## config.mk

```make
export PLATFORM = sky130hd
export DESIGN_NAME = fifo_flat
export DESIGN_NICKNAME = d
export VERILOG_FILES = /design/src/rtl/fifo_if.sv /design/src/rtl/fifo.sv /design/src/flat_wrapper.sv
export SDC_FILE = /design/constraint.sdc
export NUM_CORES = 1
export LEC_CHECK = 0
export CAP_MARGIN = 20
export CORE_MARGIN = 2
export CORE_UTILIZATION = 40
export DETAILED_ROUTE_END_ITERATION = 7
export HOLD_SLACK_MARGIN = 0.02
export PLACE_DENSITY = 0.6
export SETUP_SLACK_MARGIN = 0.15
export SYNTH_ARGS = -nofsm -noshare
export SYNTH_HDL_FRONTEND = slang
export SYNTH_SLANG_ARGS = --single-unit
```

## constraint.sdc

```tcl
create_clock -name clk -period 2.57 [get_ports clk]
set_input_delay 0.514 -clock clk [delete_from_list [all_inputs] [get_ports clk]]
set_output_delay 0.514 -clock clk [all_outputs]
set_load 0.05 [all_outputs]
```

## src/rtl/fifo_if.sv

```systemverilog
// Push/pop handshake bundle between a producer/consumer and the fifo.
// FIFO_ERR_FLAGS_EN adds the sticky overflow_o / underflow_o flags.
interface fifo_if #(
    parameter int width = 16,
    parameter int depth = 8
);
    localparam int CW = $clog2(depth + 1);

    logic             push_i;
    logic             pop_i;
    logic [width-1:0] dato_i;
    logic [width-1:0] dato_o;
    logic             full_o;
    logic             empty_o;
    logic [CW-1:0]    count_o;
`ifdef FIFO_ERR_FLAGS_EN
    logic             overflow_o;
    logic             underflow_o;

    modport master (
        output push_i, pop_i, dato_i,
        input  dato_o, full_o, empty_o, count_o,
        input  overflow_o, underflow_o
    );

    modport slave (
        input  push_i, pop_i, dato_i,
        output dato_o, full_o, empty_o, count_o,
        output overflow_o, underflow_o
    );
`else
    modport master (
        output push_i, pop_i, dato_i,
        input  dato_o, full_o, empty_o, count_o
    );

    modport slave (
        input  push_i, pop_i, dato_i,
        output dato_o, full_o, empty_o, count_o
    );
`endif
endinterface

```

## src/rtl/fifo.sv

```systemverilog
// Single-clock FIFO, any depth >= 2, registered pop data on dato_o.
// Optional sticky error flags via FIFO_ERR_FLAGS_EN.
module fifo #(
    parameter int width = 16,
    parameter int depth = 8
) (
    input logic   clk,
    input logic   rst,
    fifo_if.slave bus
);
    localparam int AW = $clog2(depth);
    localparam int CW = $clog2(depth + 1);

    logic [width-1:0] mem [depth];
    logic [AW-1:0]    wr_ptr;
    logic [AW-1:0]    rd_ptr;
    logic [CW-1:0]    count;
    logic [width-1:0] dout;
    logic             full;
    logic             empty;
    logic             do_push;
    logic             do_pop;

    assign full  = (count == CW'(depth));
    assign empty = (count == '0);

    // A pop is legal whenever data exists; a push on a full FIFO
    // only proceeds when a pop frees the slot in the same cycle.
    always_comb begin
        do_pop  = bus.pop_i && !empty;
        do_push = bus.push_i && (!full || do_pop);
    end

    // Storage needs no reset; only written on an accepted push.
    always_ff @(posedge clk) begin
        if (do_push)
            mem[wr_ptr] <= bus.dato_i;
    end

    // Pointers, occupancy and the registered read word.
    always_ff @(posedge clk or posedge rst) begin
        if (rst) begin
            wr_ptr <= '0;
            rd_ptr <= '0;
            count  <= '0;
            dout   <= '0;
        end else begin
            if (do_push)
                wr_ptr <= (wr_ptr == AW'(depth - 1)) ? '0 : wr_ptr + 1'b1;
            if (do_pop) begin
                rd_ptr <= (rd_ptr == AW'(depth - 1)) ? '0 : rd_ptr + 1'b1;
                dout   <= mem[rd_ptr];
            end
            if (do_push && !do_pop)
                count <= count + 1'b1;
            else if (do_pop && !do_push)
                count <= count - 1'b1;
        end
    end

`ifdef FIFO_ERR_FLAGS_EN
    logic overflow;
    logic underflow;

    // Sticky record of dropped pushes and ignored pops.
    always_ff @(posedge clk or posedge rst) begin
        if (rst) begin
            overflow  <= 1'b0;
            underflow <= 1'b0;
        end else begin
            if (bus.push_i && !do_push)
                overflow <= 1'b1;
            if (bus.pop_i && !do_pop)
                underflow <= 1'b1;
        end
    end

    assign bus.overflow_o  = overflow;
    assign bus.underflow_o = underflow;
`endif

    assign bus.dato_o  = dout;
    assign bus.full_o  = full;
    assign bus.empty_o = empty;
    assign bus.count_o = count;
endmodule

```

## src/flat_wrapper.sv

```systemverilog
// flat-port wrapper written by rule: the top's interface ports become plain ports
module fifo_flat 
#(
    parameter int width = 16,
    parameter int depth = 8
)
  (clk, rst, bus_push_i, bus_pop_i, bus_dato_i, bus_dato_o, bus_full_o, bus_empty_o, bus_count_o);
  fifo_if #(.width(width), .depth(depth)) bus_i ();
  input logic clk;
  input logic rst;
  input wire logic [$bits(bus_i.push_i)-1:0] bus_push_i;
  input wire logic [$bits(bus_i.pop_i)-1:0] bus_pop_i;
  input wire logic [$bits(bus_i.dato_i)-1:0] bus_dato_i;
  output wire logic [$bits(bus_i.dato_o)-1:0] bus_dato_o;
  output wire logic [$bits(bus_i.full_o)-1:0] bus_full_o;
  output wire logic [$bits(bus_i.empty_o)-1:0] bus_empty_o;
  output wire logic [$bits(bus_i.count_o)-1:0] bus_count_o;
  assign bus_i.push_i = bus_push_i;
  assign bus_i.pop_i = bus_pop_i;
  assign bus_i.dato_i = bus_dato_i;
  assign bus_dato_o = bus_i.dato_o;
  assign bus_full_o = bus_i.full_o;
  assign bus_empty_o = bus_i.empty_o;
  assign bus_count_o = bus_i.count_o;
  fifo #(.width(width), .depth(depth)) u_core (.clk(clk), .rst(rst), .bus(bus_i));
endmodule
```

==> impl_metrics.csv, run 1 <==
group,metric,value,unit
clocking,cts_tree,"done",
sta,tightestPinTransition,0.505,ns
clocking,cts_sinks,154,
synth,post_synth_num_cell_types,32,
place,place.gp.congestion,0.697,
place,port_buffers,41,
setup_path,cp.required,2.06,ns
route,drc,0,
place,place_inst,593,
finish,syn2layout_area_growth,24.0,%
synth,synthesis.area,6110,sq um
synth,avgSynthCellArea,17.0,sq um
setup_path,critPathKind,"register to output pin",
route,ant_nets,0,
grt,antenna_found_initial,0,
route,firstDrtPassIters,4,
route,num_vias,3279,
setup_path,start_kind,"register",
grt,grt_pass1_wl,18800,microns
finish,nets,458,
floorplan,io_pins,42,
clocking,htreeDepth,4,
synth,synth.most_common_cell,"edfxtp_1",
synth,synth_area_leaders,"edfxtp_1, dfrtp_1, mux2_2",
finish,antenna_cells,0,
setup_path,cp_data_arrival_time,1.82,ns
clocking,cts-root-buf,"clkbuf_16",
sta,relSlewSlack,66.3,%
clocking,numCtsBuffers,17,
synth,async_reset_ff_share,16.9,%
synth,syn_inst,360,
synth,ys_seq_area_share,73.5,%
sta,finalSetupViolCount,0,
clocking,clk_latency,0.42,ns
finish,layout-drive-gt1-share,24.8,%
grt,grt_usage,15.8,%
floorplan,design.die.area,16300,sq um
route,drt_wl_total,12000,microns
synth,synth_commonest_cells,"edfxtp_1, mux2_2, mux2i_1",
route,drtIter0Drc,195,
clocking,clk_pin_slew,0.06,ns
sta,rsz0062_at_grt,"true",
synth,synth_edf_count,128,
sta,slew_viol_final,0,
clocking,clockBufferDepth,2,
sta,fmax,0.428,GHz
floorplan,die_y,128,microns
job,maxCapViolCount,0,
grt,grt_overflow,0,
setup_path,setup.worst_path.end_class,"output pin",
sta,fin_crit,2.34,ns
setup_path,cp_max_fo,5,
synth,ys_warn_count,0,
finish,fin_util,50.2,%
route,via_per_inst,5.20,
synth,yosysTopAreaCellShare,62.9,%
floorplan,core,15100,sq um
synth,synth_nets,388,
floorplan,fp.dieW,128,microns
min_path,hold_class,"primary input to async pin",
grt,grt_max_degree,68,
route,wl_per_cell,19.1,microns
outcome,outcome,"finished clean",
sta,hold_violations,0,
synth,synth_top_area_cell,"edfxtp_1",
place,hpwl,7090,microns
pwr,cellLeakagePower,2.70,nW
floorplan,start_util,40.5,%
synth,synth_top_flop_cell,"edfxtp_1",
pwr,vdd_drop_max,0.876,mV
floorplan,placementRows,45,
grt,grt_pass1_vias,3390,
pwr,p_per_area,1210,nW/um^2
finish,final_cells,631,
synth,yosys_register_bits,154,
sta,finClkSkew,0.00616,ns
sta,period_share,91.0,%
-- per-layer routing --
layer	share of wire (%)	track usage, %
met1	45	20.4
met2	49	26.1
met3	4.6	4.31
met4	1.2	5.04
met5	0	0
-- worst paths after layout --
path / startpoint / to / slack, ns / depth (start not counted)
worst max register to register: u_core.bus.count_o[0] / u_core.bus.count_o[3] / 0.23 / 10
max in group asynchronous: rst / u_core.bus.count_o[3] / 1.78 / 3
min in group clk: u_core.bus.dato_o[4] / u_core.bus.dato_o[4] / 0.48 / 2
worst min register to register: u_core.bus.dato_o[4] / u_core.bus.dato_o[4] / 0.48 / 2
worst min-delay path: rst / u_core.bus.dato_o[1] / 0.48 / 3
worst max-delay path: u_core.bus.count_o[1] / bus_empty_o / 0.23 / 3
-- layout make-up --
cell class / count / area (sq um)
flip-flops and latches: 154 / 4500
well taps: 188 / 235
multi-input cells: 184 / 1580
repair buffers: 69 / 681
clock inverters: 12 / 124
fillers: 1265 / 7510
clock buffers: 20 / 447
inverters: 4 / 17.5
-- critical path, stage by stage (launching register included) --
cell,delay [ns]
dfrtp_2,0.40
buf_4,0.17
nor4_4,0.30
clkdlybuf4s15_1,0.55
-- through the flow --
step / hold WS, ns / power (mW) / TNS (ns) / setup slack, ns / cell area, sq um
2_1_floorplan: 0.554 / 5.83 / -0.623 / -0.317 / 6210
3_3_place_gp: 0.471 / 6.80 / 0 / 0.0863 / 6960
3_5_place_dp: 0.477 / 6.86 / 0 / 0.0297 / 6960
4_1_cts: 0.490 / 9.29 / 0 / 0.165 / 7560
5_1_grt: 0.511 / 9.65 / 0 / 0.139 / 7580
6_report: 0.481 / 9.17 / 0 / 0.232 / 7580
-- cells by family (layout without fill, tap and decap cells) --
family                   after synthesis  count (layout)  share of synthesized area [%]
AND/OR/NAND/NOR                       49              49                           3.64
AO/OA/AOI/OAI                         57              57                           6.71
flip-flops                           154             154                           73.5
multiplexers                          68              68                           11.9
adder cells (fa/ha/maj)                8               8                           1.76
buffers and inverters                 22             105                           2.23
XOR/XNOR                               2               2                          0.287
-- cells in the final DEF, fill, tap and decap left out, drive strengths merged, types with 2 or more instances in the layout --
cell,n
edfxtp,128
clkdlybuf4s50,39
mux2,35
mux2i,33
buf,29
nand2,28
dfrtp,26
clkbuf,20
o21ai,19
o22ai,16
a221o,16
nor3,9
ha,7
clkinv,7
inv,6
nor2,4
nand2b,4
a21o,3
nor4,2
xnor2,2
bufinv,2
-- power by group --
part | switching, mW | internal (mW) | leakage [nW]
Combinational | 1.97 | 1.38 | 0.953
Sequential | 0.233 | 3.21 | 1.47
Clock | 0.935 | 1.45 | 0.277
Total | 3.13 | 6.04 | 2.70
-- flip-flops by register name (all words and copies together), names as in the netlist --
name / cells
u_core.wr_ptr: 3
u_core.rd_ptr: 3
u_core.mem: 128
u_core.bus.dato_o: 16
u_core.bus.count_o: 4
-- repair_timing --
action | in CTS | in global routing
hold buffers | 0 | 0
resized for setup | 1 | 1
pin swaps | 4 | 4
buffers inserted | 4 | 2
endpoints found under the setup margin | 2 | 3
(Power assumes the default switching activity.)
==> inputs of run 2 (changes only) <==
Settings changed: CORE_ASPECT_RATIO set to 1.4.
==> impl_metrics.csv, run 2 (synthesis gave the netlist of run 1 again) <==
group,metric,value,unit
setup_path,cp.required,2.86,ns
pwr,p_sw,3.14,mW
sta,tns,0,ns
route,wl_per_cell,18.7,microns
grt,grt_pass1_wl,19200,microns
place,hpwl,7500,microns
setup_path,cp_data_arrival_time,2.68,ns
grt,grt_pass1_vias,3454,
setup_path,cp_max_fo,5,
setup_path,r2r_start,"u_core.bus.count_o[2]",
clocking,htreeDepth,4,
pwr,seq_power_share,36.6,%
sta,rsz0062_at_grt,"true",
floorplan,start_util,40.8,%
floorplan,die_y,150,microns
sta,tightestPinTransition,0.501,ns
finish,antenna_cells,0,
grt,grt_overflow,0,
pwr,vdd_drop_max,0.848,mV
pwr,share_comb_of_total_power,35.9,%
sta,hold_violations,0,
sta,period_share,92.7,%
route,num_vias,3268,
floorplan,design.die.area,16300,sq um
finish,fin_util,51.0,%
finish,nets,465,
floorplan,placementRows,53,
grt,grt_max_degree,53,
grt,grt_usage,16.2,%
setup_path,rrSetupSlack,0.19,ns
job,maxCapViolCount,0,
grt,antenna_found_initial,0,
finish,layout-drive-gt1-share,26.7,%
finish,syn2layout_area_growth,25.1,%
finish,nFillCells,1288,
route,firstDrtPassIters,4,
sta,fin_crit,2.38,ns
pwr,swShare,33.5,%
floorplan,fp.dieW,108,microns
setup_path,start_kind,"register",
setup_path,ff2ff_path_depth,10,
sta,fmax,0.420,GHz
route,drt_wl_total,12000,microns
sta,hold_ws,0.481,ns
pwr,p_per_area,1230,nW/um^2
finish,layout_commonest_cell,"edfxtp_1",
clocking,cts_sinks,154,
clocking,cts-root-buf,"clkbuf_16",
sta,finClkSkew,0.0116,ns
clocking,clk_latency,0.42,ns
sta,slew_viol_final,0,
setup_path,endpoint,"u_core.bus.count_o[3]",
floorplan,core,15000,sq um
sta,relSlewSlack,66.5,%
pwr,pwr-share-clk,27.5,%
route,via_per_inst,5.09,
clocking,clockBufferDepth,2,
floorplan,io_pins,42,
clocking,cts_tree,"done",
clocking,numCtsBuffers,17,
outcome,outcome,"finished clean",
clocking,clk_pin_slew,0.06,ns
setup_path,r2r-end,"u_core.bus.count_o[3]",
place,place.gp.congestion,0.724,
finish,final_cell_mix,"edfxtp_1, clkdlybuf4s50_1, mux2_2, buf_4, mux2i_1",
sta,finalSetupViolCount,0,
finish,largest_reg_flops,128,
clocking,holdBufCountCts,0,
finish,regMostFlops,"u_core.mem",
route,drc,0,
setup_path,crit_path_start,"u_core.bus.count_o[2]",
route,drtIter0Drc,141,
setup_path,setup.worst_path.end_class,"register",
setup_path,critPathKind,"register to register",
route,ant_nets,0,
pwr,cellLeakagePower,2.76,nW
pwr,internal-power,6.25,mW
place,port_buffers,41,
min_path,hold_class,"primary input to async pin",
[run 2: cell count changes in the layout (fill, tap and decap cells not counted)]
cell             before  now
buf_4                24   34
buf_12                5    2
clkinv_2              2    5
bufinv_16             2    4
clkinv_1              3    1
clkbuf_1              2    1
clkdlybuf4s15_1       1    0
clkinv_4              2    1
dlygate4sd2_1         0    1
inv_4                 1    0
[run 2: final cells by class]
class                           instances  area, sq um  share of cell area (%)
Tap cell                              192          240                    3.14
Clock buffer                           19          443                    5.79
Clock inverter                         13          174                    2.27
Timing Repair Buffer                   76          694                    9.08
Sequential cell                       154         4500                    58.9
Multi-Input combinational cell        184         1580                    20.6
Inverter                                4         20.0                   0.262
[run 2: power by group through the flow]
stage | registers, mW | logic (mW) | clock network [mW]
global placement | 3.49 | 3.33 | 0
global route | 3.50 | 3.65 | 2.74
CTS | 3.45 | 3.42 | 2.63
finish | 3.44 | 3.37 | 2.58
detailed placement | 3.51 | 3.38 | 0
floorplan | 4.05 | 1.78 | 0
[run 2: metrics by stage]
step / instances / setup slack [ns] / power, mW / instance area (sq um)
final: 642 / 0.188 / 9.40 / 7650
after global routing: 642 / 0.0474 / 9.88 / 7650
after CTS: 640 / 0.132 / 9.50 / 7630
after detailed placement: 604 / -0.0291 / 6.89 / 6980
after global placement: 604 / 0.0887 / 6.81 / 6980
after floorplan: 360 / -0.317 / 5.83 / 6210
[run 2: worst min path at each step]
stage	start	endpoint	cells after the start
2_1_floorplan	rst	u_core.bus.dato_o[0]	1
3_3_place_gp	u_core.bus.dato_o[4]	u_core.bus.dato_o[4]	2
3_5_place_dp	u_core.bus.dato_o[15]	u_core.bus.dato_o[15]	2
4_1_cts	rst	u_core.wr_ptr[2]	3
5_1_grt	rst	u_core.bus.dato_o[11]	3
6_report	rst	u_core.wr_ptr[2]	3
[run 2: per-layer routing]
| layer | global-route usage, % | part of all wire (%) | vias up |
|---|---|---|---|
| met3 | 3.72 | 2.8 | 11 |
| met5 | 0 | 0 | - |
| li1 | - | - | 1562 |
| met4 | 5.58 | 1.2 | 0 |
| met2 | 27.8 | 52 | 60 |
| met1 | 19.9 | 44 | 1635 |
[run 2: timing repair]
item / 4_1_cts / 5_1_grt
resized for setup: 1 / 1
pin swaps: 5 / 4
buffers inserted: 4 / 2
setup endpoints to repair: 2 / 1
[run 2: critical path, stage by stage, from the launching register on]
cell and delay (ns):
dfrtp_2 0.41, or4b_4 0.56, o21ai_4 0.15, inv_2 0.07
ha_4 0.18, inv_6 0.07, ha_4 0.18, a21o_1 0.19
a21oi_2 0.14, mux2i_1 0.21, o31ai_1 0.10
==> inputs of run 3 (changes only) <==
Settings changed: CORE_MARGIN 2 to 8.
==> impl_metrics.csv, run 3 (synthesis gave the netlist of run 1 again) <==
group,metric,value,unit
sta,hold_violations,0,
setup_path,cp.required,2.86,ns
clocking,holdBufCountCts,0,
route,wl_per_cell,19.4,microns
finish,seq_area,4500,sq um
sta,fmax,0.418,GHz
pwr,p_per_area,1210,nW/um^2
finish,nets,452,
clocking,cts-resized-gates,0,
min_path,hold_class,"primary input to async pin",
finish,nFillCells,1285,
sta,slew_viol_final,0,
clocking,clk_latency,0.42,ns
route,num_vias,3252,
finish,final_cell_mix,"edfxtp_1, clkdlybuf4s50_1, mux2_2, mux2i_1, nand2_1",
setup_path,cp_data_arrival_time,2.69,ns
finish,regMostFlops,"u_core.mem",
finish,layout-drive-gt1-share,25.2,%
pwr,cellLeakagePower,2.66,nW
clocking,cts_sinks,154,
clocking,numCtsBuffers,17,
route,ant_nets,0,
grt,grt_pass1_vias,3470,
sta,relSlewSlack,65.4,%
clocking,htreeDepth,4,
sta,period_share,93.1,%
floorplan,io_pins,42,
setup_path,cp_max_fo,5,
finish,multi_input_area,1580,sq um
setup_path,slowest_stage,"or4b_4",
route,drc,0,
floorplan,die_y,162,microns
route,via_per_inst,5.17,
floorplan,placementRows,53,
setup_path,path_common_cell,"ha_4",
place,dpl-instance-area,6960,sq um
pwr,vdd_drop_max,0.901,mV
sta,finalSetupViolCount,0,
setup_path,cp_num_buf_inv,2,
pwr,totalPowerFinal,9.13,mW
setup_path,cpPeakStageDelay,0.57,ns
sta,rsz0062_at_grt,"true",
place,place.gp.congestion,0.663,
sta,finClkSkew,0.0136,ns
setup_path,ff2ff_path_depth,10,
setup_path,critPathKind,"register to register",
route,firstDrtPassIters,4,
sta,tightestPinTransition,0.518,ns
clocking,cts_tree,"done",
grt,grt_overflow,0,
finish,antenna_cells,0,
floorplan,design.die.area,19600,sq um
setup_path,start_kind,"register",
job,maxCapViolCount,0,
finish,post-route-cell-area,7520,sq um
setup_path,crit_path_cell_trace,"or4b_4 -> o21ai_4 -> inv_2 -> ha_4 -> inv_4 -> ha_4 -> a21o_1 -> a21oi_2 -> mux2i_1 -> o31ai_1",
finish,largest_reg_flops,128,
clocking,cts-root-buf,"clkbuf_16",
finish,fin_util,50.2,%
floorplan,fp.dieW,120,microns
route,drt_wl_total,12200,microns
place,port_buffers,41,
grt,grt_pass1_wl,19300,microns
grt,antenna_found_initial,0,
grt,grt_usage,13.2,%
setup_path,setup.worst_path.end_class,"register",
sta,fin_crit,2.39,ns
clocking,clk_pin_slew,0.07,ns
place,hpwl,7380,microns
floorplan,start_util,40.8,%
outcome,outcome,"finished clean",
finish,layout_commonest_cell,"edfxtp_1",
route,drtIter0Drc,142,
grt,grt_max_degree,57,
setup_path,worst-path-stages,10,
clocking,clockBufferDepth,2,
finish,syn2layout_area_growth,23.1,%
setup_path,cp_top_family,"compound AO/OA/AOI/OAI gates",
floorplan,core,15000,sq um
-- run 3: final cells by class --
type                    count  share of cell area (%)
repair buffers             63                    8.41
multi-input cells         184                    20.9
clock buffers              17                    5.65
clock inverters            15                    1.76
inverters                   4                   0.233
flip-flops and latches    154                    59.8
well taps                 192                    3.19
-- run 3: where the power goes --
group          internal, mW  switching [mW]  total [mW]
registers              3.21           0.262        3.47
logic                  1.39            1.95        3.34
clock network          1.27            1.05        2.32
total                  5.87            3.27        9.13
-- run 3: what timing repair did --
| action | in CTS | in global routing |
|---|---|---|
| buffers inserted | 1 | 0 |
| pin swaps | 1 | 0 |
| hold endpoints to repair | 0 | 0 |
| setup endpoints to repair | 1 | 1 |
-- run 3: worst register-to-register path: stages, from the launching register on --
cell and delay, ns:
dfrtp_2 0.40, or4b_4 0.57, o21ai_4 0.15, inv_2 0.08, ha_4 0.18, inv_4 0.08
ha_4 0.19, a21o_1 0.20, a21oi_2 0.14, mux2i_1 0.19, o31ai_1 0.09
-- run 3: through the flow --
stage / TNS (ns) / setup WS [ns] / hold WS [ns] / std cells
final: 0 / 0.178 / 0.478 / 629
after global routing: 0 / 0.0458 / 0.512 / 629
after CTS: 0 / 0.157 / 0.484 / 629
after detailed placement: 0 / 0.0205 / 0.477 / 596
after global placement: 0 / 0.109 / 0.467 / 596
after floorplan: -0.623 / -0.317 / 0.554 / 360
-- run 3: path summary, 6_finish.rpt --
path	from	to	slack (ns)
setup / recovery	u_core.bus.count_o[0]	u_core.bus.count_o[3]	0.18
hold / removal	rst	u_core.wr_ptr[0]	0.48
setup reg to reg	u_core.bus.count_o[0]	u_core.bus.count_o[3]	0.18
hold reg to reg	u_core.bus.dato_o[7]	u_core.bus.dato_o[7]	0.48
max in group asynchronous	rst	u_core.bus.count_o[2]	1.77
min in group clk	u_core.bus.dato_o[7]	u_core.bus.dato_o[7]	0.48
-- run 3: routing by layer --
metal  wire length, microns  GRT usage, %
met4                    274          5.75
met3                    471          3.86
met1                   5230          15.3
met5                      0             0
met2                   6200          22.2
